## src/rtl/ysyx_22041071_axi_rd_arb.sv

```systemverilog
// Read-request arbiter sharing one AXI read-channel master between IF and MEM.
// Ports: clk/reset; if_*/mem_* request + return-beat sets; dn_ar_*/dn_r_* to the
// read master; busy_o while a transaction is in flight; len_err_o burst-length pulse.
`timescale 1ns/1ps
module ysyx_22041071_axi_rd_arb #(
    parameter int ADDR_W     = 64,
    parameter int DATA_W     = 64,
    parameter int LEN_W      = 8,
    parameter int STARVE_MAX = 4
) (
    input  logic              clk,
    input  logic              reset,
    input  logic              if_req_i,
    input  logic [ADDR_W-1:0] if_addr_i,
    input  logic [LEN_W-1:0]  if_len_i,
    input  logic [1:0]        if_size_i,
    output logic              if_ack_o,
    output logic              if_rvalid_o,
    output logic [DATA_W-1:0] if_rdata_o,
    output logic [1:0]        if_rresp_o,
    output logic              if_rlast_o,
    input  logic              mem_req_i,
    input  logic [ADDR_W-1:0] mem_addr_i,
    input  logic [LEN_W-1:0]  mem_len_i,
    input  logic [1:0]        mem_size_i,
    output logic              mem_ack_o,
    output logic              mem_rvalid_o,
    output logic [DATA_W-1:0] mem_rdata_o,
    output logic [1:0]        mem_rresp_o,
    output logic              mem_rlast_o,
    output logic              dn_ar_valid_o,
    input  logic              dn_ar_ready_i,
    output logic [3:0]        dn_id_o,
    output logic [ADDR_W-1:0] dn_addr_o,
    output logic [LEN_W-1:0]  dn_len_o,
    output logic [1:0]        dn_size_o,
    output logic              dn_r_ready_o,
    input  logic              dn_r_valid_i,
    input  logic [DATA_W-1:0] dn_r_data_i,
    input  logic [1:0]        dn_r_resp_i,
    input  logic              dn_r_last_i,
    output logic              busy_o,
    output logic              len_err_o
);

    typedef enum logic [1:0] {IDLE, ADDR, DATA} state_t;

    localparam logic [2:0] SMAX = 3'(STARVE_MAX);

    state_t            state;
    logic [2:0]        starve_cnt;
    logic [LEN_W-1:0]  beat_cnt;
    logic [LEN_W-1:0]  len_q;
    logic [ADDR_W-1:0] addr_q;
    logic [1:0]        size_q;
    logic              owner_q;
    logic              len_err_q;

    logic if_wins;
    logic in_idle;
    logic in_data;
    logic if_sel;
    logic mem_sel;
    logic hit_len;
    logic beat_bad;

    // MEM has priority unless IF has lost STARVE_MAX times in a row.
    assign if_wins = if_req_i & (~mem_req_i | (starve_cnt == SMAX));

    // Combinational outputs are masked by reset so nothing leaks out
    // during the cycle in which a synchronous reset is being applied.
    assign in_idle = (state == IDLE) & ~reset;
    assign in_data = (state == DATA) & ~reset;
    assign if_sel  = in_data & ~owner_q;
    assign mem_sel = in_data & owner_q;

    // beat_cnt counts beats already accepted; the final beat of a
    // burst of len+1 beats arrives while beat_cnt == len.
    assign hit_len  = (beat_cnt == len_q);
    assign beat_bad = dn_r_last_i ? ~hit_len : hit_len;

    assign if_ack_o  = in_idle & if_wins;
    assign mem_ack_o = in_idle & mem_req_i & ~if_wins;

    assign dn_ar_valid_o = (state == ADDR) & ~reset;
    assign dn_id_o       = {3'b000, owner_q};
    assign dn_addr_o     = addr_q;
    assign dn_len_o      = len_q;
    assign dn_size_o     = size_q;
    assign dn_r_ready_o  = in_data;

    assign if_rvalid_o = if_sel & dn_r_valid_i;
    assign if_rdata_o  = if_sel ? dn_r_data_i : '0;
    assign if_rresp_o  = if_sel ? dn_r_resp_i : 2'b00;
    assign if_rlast_o  = if_sel & dn_r_valid_i & dn_r_last_i;

    assign mem_rvalid_o = mem_sel & dn_r_valid_i;
    assign mem_rdata_o  = mem_sel ? dn_r_data_i : '0;
    assign mem_rresp_o  = mem_sel ? dn_r_resp_i : 2'b00;
    assign mem_rlast_o  = mem_sel & dn_r_valid_i & dn_r_last_i;

    assign busy_o    = (state != IDLE);
    assign len_err_o = len_err_q;

    always_ff @(posedge clk) begin
        if (reset) begin
            state      <= IDLE;
            starve_cnt <= 3'd0;
            beat_cnt   <= '0;
            len_q      <= '0;
            addr_q     <= '0;
            size_q     <= 2'b00;
            owner_q    <= 1'b0;
            len_err_q  <= 1'b0;
        end else begin
            len_err_q <= 1'b0;
            unique case (state)
                IDLE: begin
                    if (if_req_i | mem_req_i) begin
                        owner_q <= ~if_wins;
                        addr_q  <= if_wins ? if_addr_i : mem_addr_i;
                        len_q   <= if_wins ? if_len_i  : mem_len_i;
                        size_q  <= if_wins ? if_size_i : mem_size_i;
                        state   <= ADDR;
                        if (if_wins) begin
                            starve_cnt <= 3'd0;
                        end else if (if_req_i && starve_cnt != SMAX) begin
                            starve_cnt <= starve_cnt + 3'd1;
                        end
                    end
                end
                ADDR: begin
                    if (dn_ar_ready_i) begin
                        state    <= DATA;
                        beat_cnt <= '0;
                    end
                end
                DATA: begin
                    if (dn_r_valid_i) begin
                        beat_cnt  <= beat_cnt + LEN_W'(1);
                        len_err_q <= beat_bad;
                        if (dn_r_last_i) begin
                            state <= IDLE;
                        end
                    end
                end
                default: state <= IDLE;
            endcase
        end
    end

endmodule

```

## config.mk

```make
export PLATFORM = sky130hd
export DESIGN_NAME = ysyx_22041071_axi_rd_arb
export DESIGN_NICKNAME = d
export VERILOG_FILES = /design/src/rtl/ysyx_22041071_axi_rd_arb.sv
export SDC_FILE = /design/constraint.sdc
export NUM_CORES = 1
export LEC_CHECK = 0
export ABC_AREA = 1
export ABC_CLOCK_PERIOD_IN_PS = 3150
export CAP_MARGIN = 20
export CORE_AREA = 2 2 173 175
export CTS_CLUSTER_SIZE = 25
export DETAILED_ROUTE_END_ITERATION = 10
export DIE_AREA = 0 0 175 177
export PLACE_DENSITY = 0.61
export SETUP_SLACK_MARGIN = 0.1
export SYNTH_ARGS = -nofsm -noshare
export SYNTH_HDL_FRONTEND = slang
export SYNTH_SLANG_ARGS = --single-unit
```

## constraint.sdc

```tcl
create_clock -name clk -period 3.15 [get_ports clk]
set_input_delay 0.7875 -clock clk [delete_from_list [all_inputs] [get_ports clk]]
set_output_delay 0.7875 -clock clk [all_outputs]
set_load 0.03 [all_outputs]
```

==> results.cfg <==
[routing]
viasPerCell = 4.16
wl_per_cell_um = 16.0
drt_pre_antenna_iters = 4
drcViolationCount = 0
total_number_of_vias = 6845
first_iter_violations = 280
drt-total-wl_um = 26300
ant_nets = 0

[layout]
multiInputGateArea_um2 = 3200
area.sequential_um2 = 1780
post_layout_net_count = 1474
final.fill_count = 3032
fraction_of_layout_instances_using_a_drive_strength_above_1 = 0.274
fin_cells = 1644
antenna_diode_count = 0
finalCoreUtilization = 0.378
area_growth_syn_to_layout_pct = 83.8

[worst_setup_path]
worst-r2r-setup-slack_ns = 1.13
timing.rr.end = dn_addr_o[50]
worst_setup_path_category = in2out
cp.arrival_ns = 2.20
ff2ff_path_depth = 10
cell_repeated_most_along_the_worst_path = buf_12
critPathLaunchType = input pin
reg2reg_from = starve_cnt[0]
timing.critical_path.to_type = output port
critical_path_peak_fanout = 64
critPathRequiredTime_ns = 2.36
crit_path_cell_trace = clkdlybuf4s50_1 -> nor3_4 -> nand2_2 -> buf_12 -> nor2_1 -> buf_12
critical_path.max_stage_delay_ns = 0.47
worst_path_max_delay_cell = clkdlybuf4s50_1

[power]
irDropWorstVdd_mv = 0.198
total_power_consumption_mw = 4.04
power_density_nw_per_um2 = 366
cellLeakagePower_nw = 5.25

[clock_network]
insertion_delay_of_the_later_clocked_pin_in_the_worst_skew_pair_ns = 0.35
clock_sink_count = 89
post_cts_buffers = 0
cts.root.buffer_cell = clkbuf_16
clock_tree.htree_level_count = 3
cts_made_buffers = 9
clkTransAtPathRegs_ns = 0.07
cts-hold-fix-buffers = 0
cts_max_path_buffers = 2
tritoncts_clock_tree = built

[sta]
worst_clock_skew_ns = 0.0116
timing.fmax_mhz = 335
rsz0062_at_grt = yes
setup_tns_ns = 0
relSlewSlack = 0.444
setup-violations-final = 0
worst-slew-pin-transition_ns = 0.833
finalHoldViolations = 0
worst_hold_slack_ns = 0.495
timing.final.max_slew_violations = 0
finalWorstPathRequiredPeriod_ns = 2.98
final_min_period_over_clock_period = 0.947

[hold_path]
min_delay_worst_endpoint = starve_cnt[1]
hold_path_startpoint = starve_cnt[1]
hold_path_depth = 2
hold_path_class = reg2reg

[synthesis]
syn_avg_cell_area_um2 = 7.06
synth_cells = 851
synth_area_um2 = 6010
ys_warn_count = 0
ys_seq_area_frac = 0.297
synth_cell_types = 32
post_synthesis_sequential_element_count = 89

[place]
gp_routability_congestion = 0.782
dp.final_hpwl_um = 21000
portBuffers = 437
dpl.cell_count = 1629

[grt]
congestion_overflow_gr = 0
globalRouteTotalUtil = 0.162
first_pass_grt_wire_length_um = 38000
number_of_global_route_vias_before_repair = 6382
antenna_found_initial = 0
grt_start_max_net_pins = 80

[status]
outcome = completed

[die]
full_die_area_um2 = 31000
fp-row-count = 63
top_level_ports = 441
initial_utilization = 0.205
dieWidth_um = 175
dieHeight_um = 177
core_um2 = 29200

[run]
maxcap_violations = 0
state kept, by name, indices dropped and copies added, names as in the netlist:
signal	flops
dn_size_o	2
len_err_o	1
dn_len_o	8
state	2
starve_cnt	3
dn_addr_o	64
owner_q	1
beat_cnt	8
placed cells by master, fill, tap and decap left out, types with 4 or more instances in the layout:
cell,n
a21oi_1,10
buf_12,40
buf_4,116
clkbuf_16,9
clkdlybuf4s50_1,296
dfxtp_1,89
inv_1,123
inv_2,38
inv_6,4
nand2_1,104
nand2_2,6
nand3_1,117
nand3_2,35
nor2_1,147
nor2_2,9
o211ai_2,74
o21ai_0,5
xnor2_1,5
through the flow:
step	worst slack (ns)	area (um^2)
floorplan	0.145	6020
detailed placement	-0.0492	10700
global route	0.0702	11000
finish	0.167	11000
global placement	-0.0604	10700
CTS	0.0999	11000
timing repair:
item,in CTS,in global routing
pin swaps,0,1
resized for setup,2,5
endpoints found under the hold margin,0,0
endpoints found under the setup margin,2,38
how the worst max path moves through the flow:
stage	from	endpoint	slack, ns
after floorplan	reset	if_rdata_o[44]	0.15
after global placement	reset	mem_rdata_o[55]	-0.06
after detailed placement	reset	mem_rdata_o[55]	-0.05
after CTS	reset	mem_rdata_o[55]	0.1
after global routing	reset	mem_rdata_o[53]	0.07
final	reset	mem_rresp_o[0]	0.17
cell type report:
cell class,instances,area share
repair buffers,453,0.420
multi-input cells,534,0.290
flip-flops and latches,89,0.161
inverters,163,0.0561
well taps,390,0.0442
clock inverters,6,0.00759
clock buffers,9,0.0204
cells by family (layout without fill, tap and decap cells):
kind of cell | Yosys count | in the layout | share of synthesized area
XOR/XNOR | 6 | 6 | 0.00875
other | 1 | 3 | 0.000624
adder cells (fa/ha/maj) | 3 | 3 | 0.00625
AND/OR/NAND/NOR | 427 | 427 | 0.337
AO/OA/AOI/OAI | 95 | 95 | 0.174
buffers and inverters | 230 | 631 | 0.177
flip-flops | 89 | 89 | 0.297
Yosys cell counts:
master,n,area [um^2]
xor2_1,1,8.76
buf_12,4,80.1
dfxtp_1,89,1780
buf_6,7,78.8
inv_1,123,462
nand4_1,1,6.26
conb_1,1,3.75
a21oi_1,10,50.1
or2_0,1,6.26
clkbuf_1,16,60.1
nor2_1,153,574
nand2_1,105,394
o21ai_1,2,10.0
o21ai_2,1,8.76
a21oi_2,1,8.76
xnor2_1,5,43.8
nor2_2,4,25.0
nor3_1,3,15.0
nand2_4,2,22.5
a211oi_1,1,7.51
o211ai_2,74,926
buf_2,31,155
o21ai_0,5,25.0
nand2_2,5,31.3
o21a_1,1,7.51
ha_1,3,37.5
buf_4,8,60.1
nor3_4,1,16.3
inv_2,40,150
nand3_1,117,586
nand3_2,35,350
buf_8,1,15.0
power breakdown:
| part | leakage, nW | internal [mW] | switching, mW |
|---|---|---|---|
| registers | 0.737 | 1.25 | 0.0976 |
| logic | 4.36 | 0.700 | 0.853 |
| clock network | 0.152 | 0.632 | 0.506 |
critical path, delay by kind of cell:
kind,cells,cell delay (ns)
buffers and inverters,3,0.82
and+or+nand+nor,3,0.54
routing by layer:
layer	global-route usage	vias up	wire length, um
li1	-	3466	-
met1	0.181	3034	10200
met2	0.290	305	13200
met3	0.0464	40	2100
met4	0.0608	0	777
met5	0	-	0
Note: power is estimated with default switching activity, not from simulation.
